## config.mk

```make
export PLATFORM = sky130hd
export DESIGN_NAME = pic_ram_writer
export DESIGN_NICKNAME = d
export VERILOG_FILES = /design/src/rtl/pic_ram_writer.sv
export SDC_FILE = /design/constraint.sdc
export NUM_CORES = 1
export LEC_CHECK = 0
export CORE_UTILIZATION = 33
export DETAILED_ROUTE_END_ITERATION = 6
export HOLD_SLACK_MARGIN = 0.1
export PLACE_DENSITY = 0.54
export SLEW_MARGIN = 20
export SYNTH_ARGS = -nofsm -noshare
export SYNTH_HDL_FRONTEND = slang
export SYNTH_SLANG_ARGS = --single-unit
```

## constraint.sdc

```tcl
create_clock -name sys_clk -period 2.6 [get_ports sys_clk]
set_clock_uncertainty 0.15 [all_clocks]
set_input_delay 0.52 -clock sys_clk [delete_from_list [all_inputs] [get_ports sys_clk]]
set_output_delay 0.52 -clock sys_clk [all_outputs]
set_load 0.03 [all_outputs]
```

## src/rtl/pic_ram_writer.sv

```systemverilog
// pic_ram_writer: loads a 100x100 RGB565 picture into the display RAM from a
// UART byte stream. A sync byte starts a frame, byte pairs (high first) become
// pixels written at sequential addresses, and pic_ready flags a complete frame.
// Optional trailing XOR checksum check: define PIC_LOAD_CHECKSUM_EN.
module pic_ram_writer #(
  parameter logic [9:0]  H_PIC     = 10'd100,
  parameter logic [9:0]  V_PIC     = 10'd100,
  parameter logic [13:0] ADR_MAX   = 14'd9999,
  parameter logic [7:0]  SYNC_BYTE = 8'hA5,
  parameter logic [19:0] TIMEOUT   = 20'd250000
) (
  input  logic        sys_clk,
  input  logic        sys_rst,
  input  logic [7:0]  rx_data,
  input  logic        rx_flag,
  output logic        wr_en,
  output logic [13:0] wr_addr,
  output logic [15:0] wr_data,
  output logic        busy,
  output logic        pic_ready,
  output logic        load_err
);

  if (ADR_MAX != 14'(H_PIC * V_PIC - 1)) begin : g_bad_adr_max
    $error("ADR_MAX must equal H_PIC*V_PIC-1");
  end

  typedef enum logic [2:0] {
    S_IDLE,
    S_RECV_HI,
    S_RECV_LO,
`ifdef PIC_LOAD_CHECKSUM_EN
    S_CHECK,
`endif
    S_DONE
  } state_t;

  state_t      r_state, w_state;
  logic [7:0]  r_hi, w_hi;
  logic [13:0] r_addr, w_addr;
  logic [19:0] r_tmo, w_tmo;
  logic        r_wr_en, w_wr_en;
  logic [13:0] r_wr_addr, w_wr_addr;
  logic [15:0] r_wr_data, w_wr_data;
  logic        r_busy, w_busy;
  logic        r_pic_ready, w_pic_ready;
  logic        r_load_err, w_load_err;
  logic        w_expire;
`ifdef PIC_LOAD_CHECKSUM_EN
  logic [7:0]  r_csum, w_csum;
`endif

  assign wr_en     = r_wr_en;
  assign wr_addr   = r_wr_addr;
  assign wr_data   = r_wr_data;
  assign busy      = r_busy;
  assign pic_ready = r_pic_ready;
  assign load_err  = r_load_err;

  // A byte arriving in the expiry cycle takes priority over the timeout.
  assign w_expire = (r_tmo == TIMEOUT - 20'd1) && !rx_flag;

  // State register and all registered datapath/outputs.
  always_ff @(posedge sys_clk) begin
    if (sys_rst) begin
      r_state     <= S_IDLE;
      r_hi        <= '0;
      r_addr      <= '0;
      r_tmo       <= '0;
      r_wr_en     <= 1'b0;
      r_wr_addr   <= '0;
      r_wr_data   <= '0;
      r_busy      <= 1'b0;
      r_pic_ready <= 1'b0;
      r_load_err  <= 1'b0;
`ifdef PIC_LOAD_CHECKSUM_EN
      r_csum      <= '0;
`endif
    end else begin
      r_state     <= w_state;
      r_hi        <= w_hi;
      r_addr      <= w_addr;
      r_tmo       <= w_tmo;
      r_wr_en     <= w_wr_en;
      r_wr_addr   <= w_wr_addr;
      r_wr_data   <= w_wr_data;
      r_busy      <= w_busy;
      r_pic_ready <= w_pic_ready;
      r_load_err  <= w_load_err;
`ifdef PIC_LOAD_CHECKSUM_EN
      r_csum      <= w_csum;
`endif
    end
  end

  // Next-state, pixel assembly, timeout and status flag logic.
  always_comb begin
    w_state     = r_state;
    w_hi        = r_hi;
    w_addr      = r_addr;
    w_tmo       = '0;
    w_wr_en     = 1'b0;
    w_wr_addr   = r_wr_addr;
    w_wr_data   = r_wr_data;
    w_busy      = r_busy;
    w_pic_ready = r_pic_ready;
    w_load_err  = 1'b0;
`ifdef PIC_LOAD_CHECKSUM_EN
    w_csum      = r_csum;
`endif
    unique case (r_state)
      S_IDLE: begin
        if (rx_flag && (rx_data == SYNC_BYTE)) begin
          w_state     = S_RECV_HI;
          w_pic_ready = 1'b0;
          w_addr      = '0;
          w_busy      = 1'b1;
`ifdef PIC_LOAD_CHECKSUM_EN
          w_csum      = '0;
`endif
        end
      end
      S_RECV_HI: begin
        w_tmo = rx_flag ? '0 : r_tmo + 20'd1;
        if (rx_flag) begin
          w_hi    = rx_data;
          w_state = S_RECV_LO;
`ifdef PIC_LOAD_CHECKSUM_EN
          w_csum  = r_csum ^ rx_data;
`endif
        end else if (w_expire) begin
          w_tmo      = '0;
          w_load_err = 1'b1;
          w_busy     = 1'b0;
          w_state    = S_IDLE;
        end
      end
      S_RECV_LO: begin
        w_tmo = rx_flag ? '0 : r_tmo + 20'd1;
        if (rx_flag) begin
          w_wr_en   = 1'b1;
          w_wr_addr = r_addr;
          w_wr_data = {r_hi, rx_data};
`ifdef PIC_LOAD_CHECKSUM_EN
          w_csum    = r_csum ^ rx_data;
`endif
          if (r_addr == ADR_MAX) begin
            w_addr  = '0;
`ifdef PIC_LOAD_CHECKSUM_EN
            w_state = S_CHECK;
`else
            w_state = S_DONE;
`endif
          end else begin
            w_addr  = r_addr + 14'd1;
            w_state = S_RECV_HI;
          end
        end else if (w_expire) begin
          w_tmo      = '0;
          w_load_err = 1'b1;
          w_busy     = 1'b0;
          w_state    = S_IDLE;
        end
      end
`ifdef PIC_LOAD_CHECKSUM_EN
      S_CHECK: begin
        w_tmo = rx_flag ? '0 : r_tmo + 20'd1;
        if (rx_flag) begin
          if (rx_data == r_csum) begin
            w_state = S_DONE;
          end else begin
            w_load_err = 1'b1;
            w_busy     = 1'b0;
            w_state    = S_IDLE;
          end
        end else if (w_expire) begin
          w_tmo      = '0;
          w_load_err = 1'b1;
          w_busy     = 1'b0;
          w_state    = S_IDLE;
        end
      end
`endif
      S_DONE: begin
        w_pic_ready = 1'b1;
        w_busy      = 1'b0;
        w_state     = S_IDLE;
      end
      default: w_state = S_IDLE;
    endcase
  end

endmodule

```

==> metrics.cfg <==
[outcome]
status=complete, no violations

[global_route]
grt_use_met3=0.03119
grt-ovfl-total=0
global_route.usage.met2=0.2455
wire_length_of_the_first_global_routing_pass_um=14390
antenna_violations_before_repair=0
grt_max_degree=43
groute.layer.met1.usage=0.2217
grt.total_usage=0.1613
first_global_vias=2932
grt_busiest_layer=met2

[die]
die_wd_um=105.1
initial_core_util=0.3395
io-pin-count=45
core_area_um2=10320
die_height_um=105.1
floorplan.die_area_um2=11040
placement_rows=37

[critical_path]
start_kind=flop
cp-endpoint=r_addr[12]$_SDFFE_PP0P_
worstReg2RegEnd=r_addr[12]$_SDFFE_PP0P_
regToRegSetupSlack_ps=350
timing.critical_path.arrival_ps=2380
crit_fanout=6
worst_path_required_ps=2740
origin_of_the_worst_setup_path=r_addr[1]$_SDFFE_PP0P_
critical-path-slowest-cell=or4_4
critical_path.endpoint_type=flop
cp_slowest_stage_delay_ps=540
criticalPathCategory=reg -> reg
cp_cell_sequence=ha_1 > nand3_4 > or4_4 > or4b_1 > a31oi_1
crit-reg2reg-launch=r_addr[1]$_SDFFE_PP0P_
reg2reg_depth=5

[power]
power_report.internal_total_uw=1779
portion_of_total_power_attributed_to_the_clock_network=0.455
vdd_drop_max_mv=0.2071
switching_share_of_total_power=0.2302
switchingPower_uw=532.1
seq_power_share=0.525
cellPowerDensity_nw_per_um2=535.9
post-layout-total-power_uw=2311
p_leak_uw=0.001304
pwr-share-comb=0.020

[timing]
slew_viol_final=0
setup_tns_ps=0
grt_setup_unrepaired=no
hold_viol_final=0
final-setup-viol-count=0
max_freq_mhz=445.1
time_the_final_worst_path_needs_with_i_o_delays_and_setup_ps=2247
layout_worst_path_cycle_share=0.8642
hold_ws_ps=305.0

[route]
drc_errors=0
detail_route.wirelength_um=8459
drt_iter0_markers=110
via_count=3120
antenna_violating_nets_post_route=0
dr.pass1.iters=4
route.detailed.vias_per_inst=5.279
wl_per_cell_um=14.31

[clock_network]
clk_path_buf_depth=2
clkLatencyLatePin_ps=360
tritoncts=done
path_clk_slew_ps=90
cts_num_sinks=79
cts_buffers=9
clock_tree.root_cell=clkbuf_8
postCtsResizedCells=0
cts-hold-fix-buffers=0
cts.htree.levels=3
post_cts_setup_bufs=0

[layout]
fin_util=0.4178
multi_input_comb_area_um2=1764
final.fill_count=1061
area.growth.synth_to_final_pct=23.06
seqCellArea_um2=1582
insertedDiodeCount=0
post_route_cells_drive_above_1_share=0.09011
layout.nets=463

[synthesis]
postSynthCellCount=415
synthMostInstantiatedCell=dfxtp_1
synth.ff_latch_count=79
asyncSetResetFlopFracSynth=0
synth_area_um2=3505
synth_enable_flop_cells=0
syn_nets=428
netlist_top_cells_area=dfxtp_1 45%, nand2_1 7.8%, a21oi_1 4.7%
yosys.cell_types.count=50
synth_commonest_cells=79 x dfxtp_1, 73 x nand2_1, 33 x a21oi_1, 22 x clkbuf_1, 18 x o21ai_0
synth-seq-area-share=0.4513
yosys_warnings=0
dominantRegCellSynth=dfxtp_1
synth_area_leader_cell=dfxtp_1
synth_top_area_frac=0.4513
average_cell_area_after_synthesis_um2=8.445

[placement]
dp_hpwl_um=5442
gp_routability_congestion=0.7754
port-buffer-count=44

[flow_run]
maxCapViolCount=0

[hold_path]
hold_path.class=reg -> reg

==> worst max-delay path: cells and delay by family (launching register included) <==
kind	cells	cell delay, ps
AND/OR/NAND/NOR	3	1140
adder cells (fa/ha/maj)	1	290
flip-flops	1	420
AO/OA/AOI/OAI	1	180
==> per-stage QoR <==
step,setup slack [ps],cell area (um^2),std cells
global placement,254.6,4088,575
CTS,353.3,4313,591
global route,235.2,4313,591
detailed placement,187.3,4088,575
floorplan,535.3,3505,415
finish,353.1,4313,591
==> worst min path at each step <==
stage | from | slack [ps] | to | depth (start not counted)
3_3_place_gp | r_hi[0]$_SDFFE_PP0P_ | 290 | wr_data[8]$_SDFFE_PP0P_ | 2
2_1_floorplan | r_hi[2]$_SDFFE_PP0P_ | 280 | wr_data[10]$_SDFFE_PP0P_ | 2
3_5_place_dp | r_hi[0]$_SDFFE_PP0P_ | 300 | wr_data[8]$_SDFFE_PP0P_ | 2
5_1_grt | r_hi[0]$_SDFFE_PP0P_ | 330 | wr_data[8]$_SDFFE_PP0P_ | 2
4_1_cts | wr_addr[7]$_SDFFE_PP0P_ | 310 | wr_addr[7]$_SDFFE_PP0P_ | 2
6_report | wr_addr[7]$_SDFFE_PP0P_ | 300 | wr_addr[7]$_SDFFE_PP0P_ | 2
==> registers in the layout, indices dropped and copies added (netlist names) <==
name and count:
r_state 3, r_hi 8, r_addr 14, wr_addr 14, wr_data 16, r_tmo 20
busy 1, wr_en 1, pic_ready 1, load_err 1
==> area by class of cell <==
cell class              count  area share
multi-input cells         298      0.4091
flip-flops and latches     79      0.3667
repair buffers             59      0.1300
well taps                 136     0.03945
clock buffers               9     0.02872
clock inverters             7     0.02350
inverters                   3    0.002611
==> kinds of logic (layout without fill, tap and decap cells) <==
group	after synthesis	after routing	synth area share
simple gates	190	190	0.2970
compound gates	84	84	0.1410
flops	79	79	0.4513
buf+inv	38	78	0.04713
xor+xnor	13	13	0.03249
mux	8	8	0.02285
fa+ha+maj	2	2	0.007139
other cells	1	1	0.001070
==> layout by cell type, fill, tap and decap left out, drive strengths merged, types with 9 or more instances in the layout <==
cell type	count
dfxtp	79
nand2	73
clkdlybuf4s50	43
a21oi	33
o21ai	18
nand3	18
nor3	17
buf	16
nor2	15
nand4	13
a31oi	12
xor2	9
clkbuf	9
==> routing by layer <==
layer / share of wire / vias to the layer above
met5: 0 / -
met2: 0.44 / 50
met4: 0.019 / 0
met1: 0.51 / 1488
li1: - / 1569
met3: 0.026 / 13
==> power groups by stage <==
stage          combinational [uW]  sequential [uW]  clock (uW)
6_report                     46.4             1210        1050
3_5_place_dp                 46.9             1240           0
2_1_floorplan                21.0             1240           0
5_1_grt                      50.3             1210        1130
4_1_cts                      47.1             1210        1080
3_3_place_gp                 46.3             1240           0
Power figures use the tool's default switching activity.
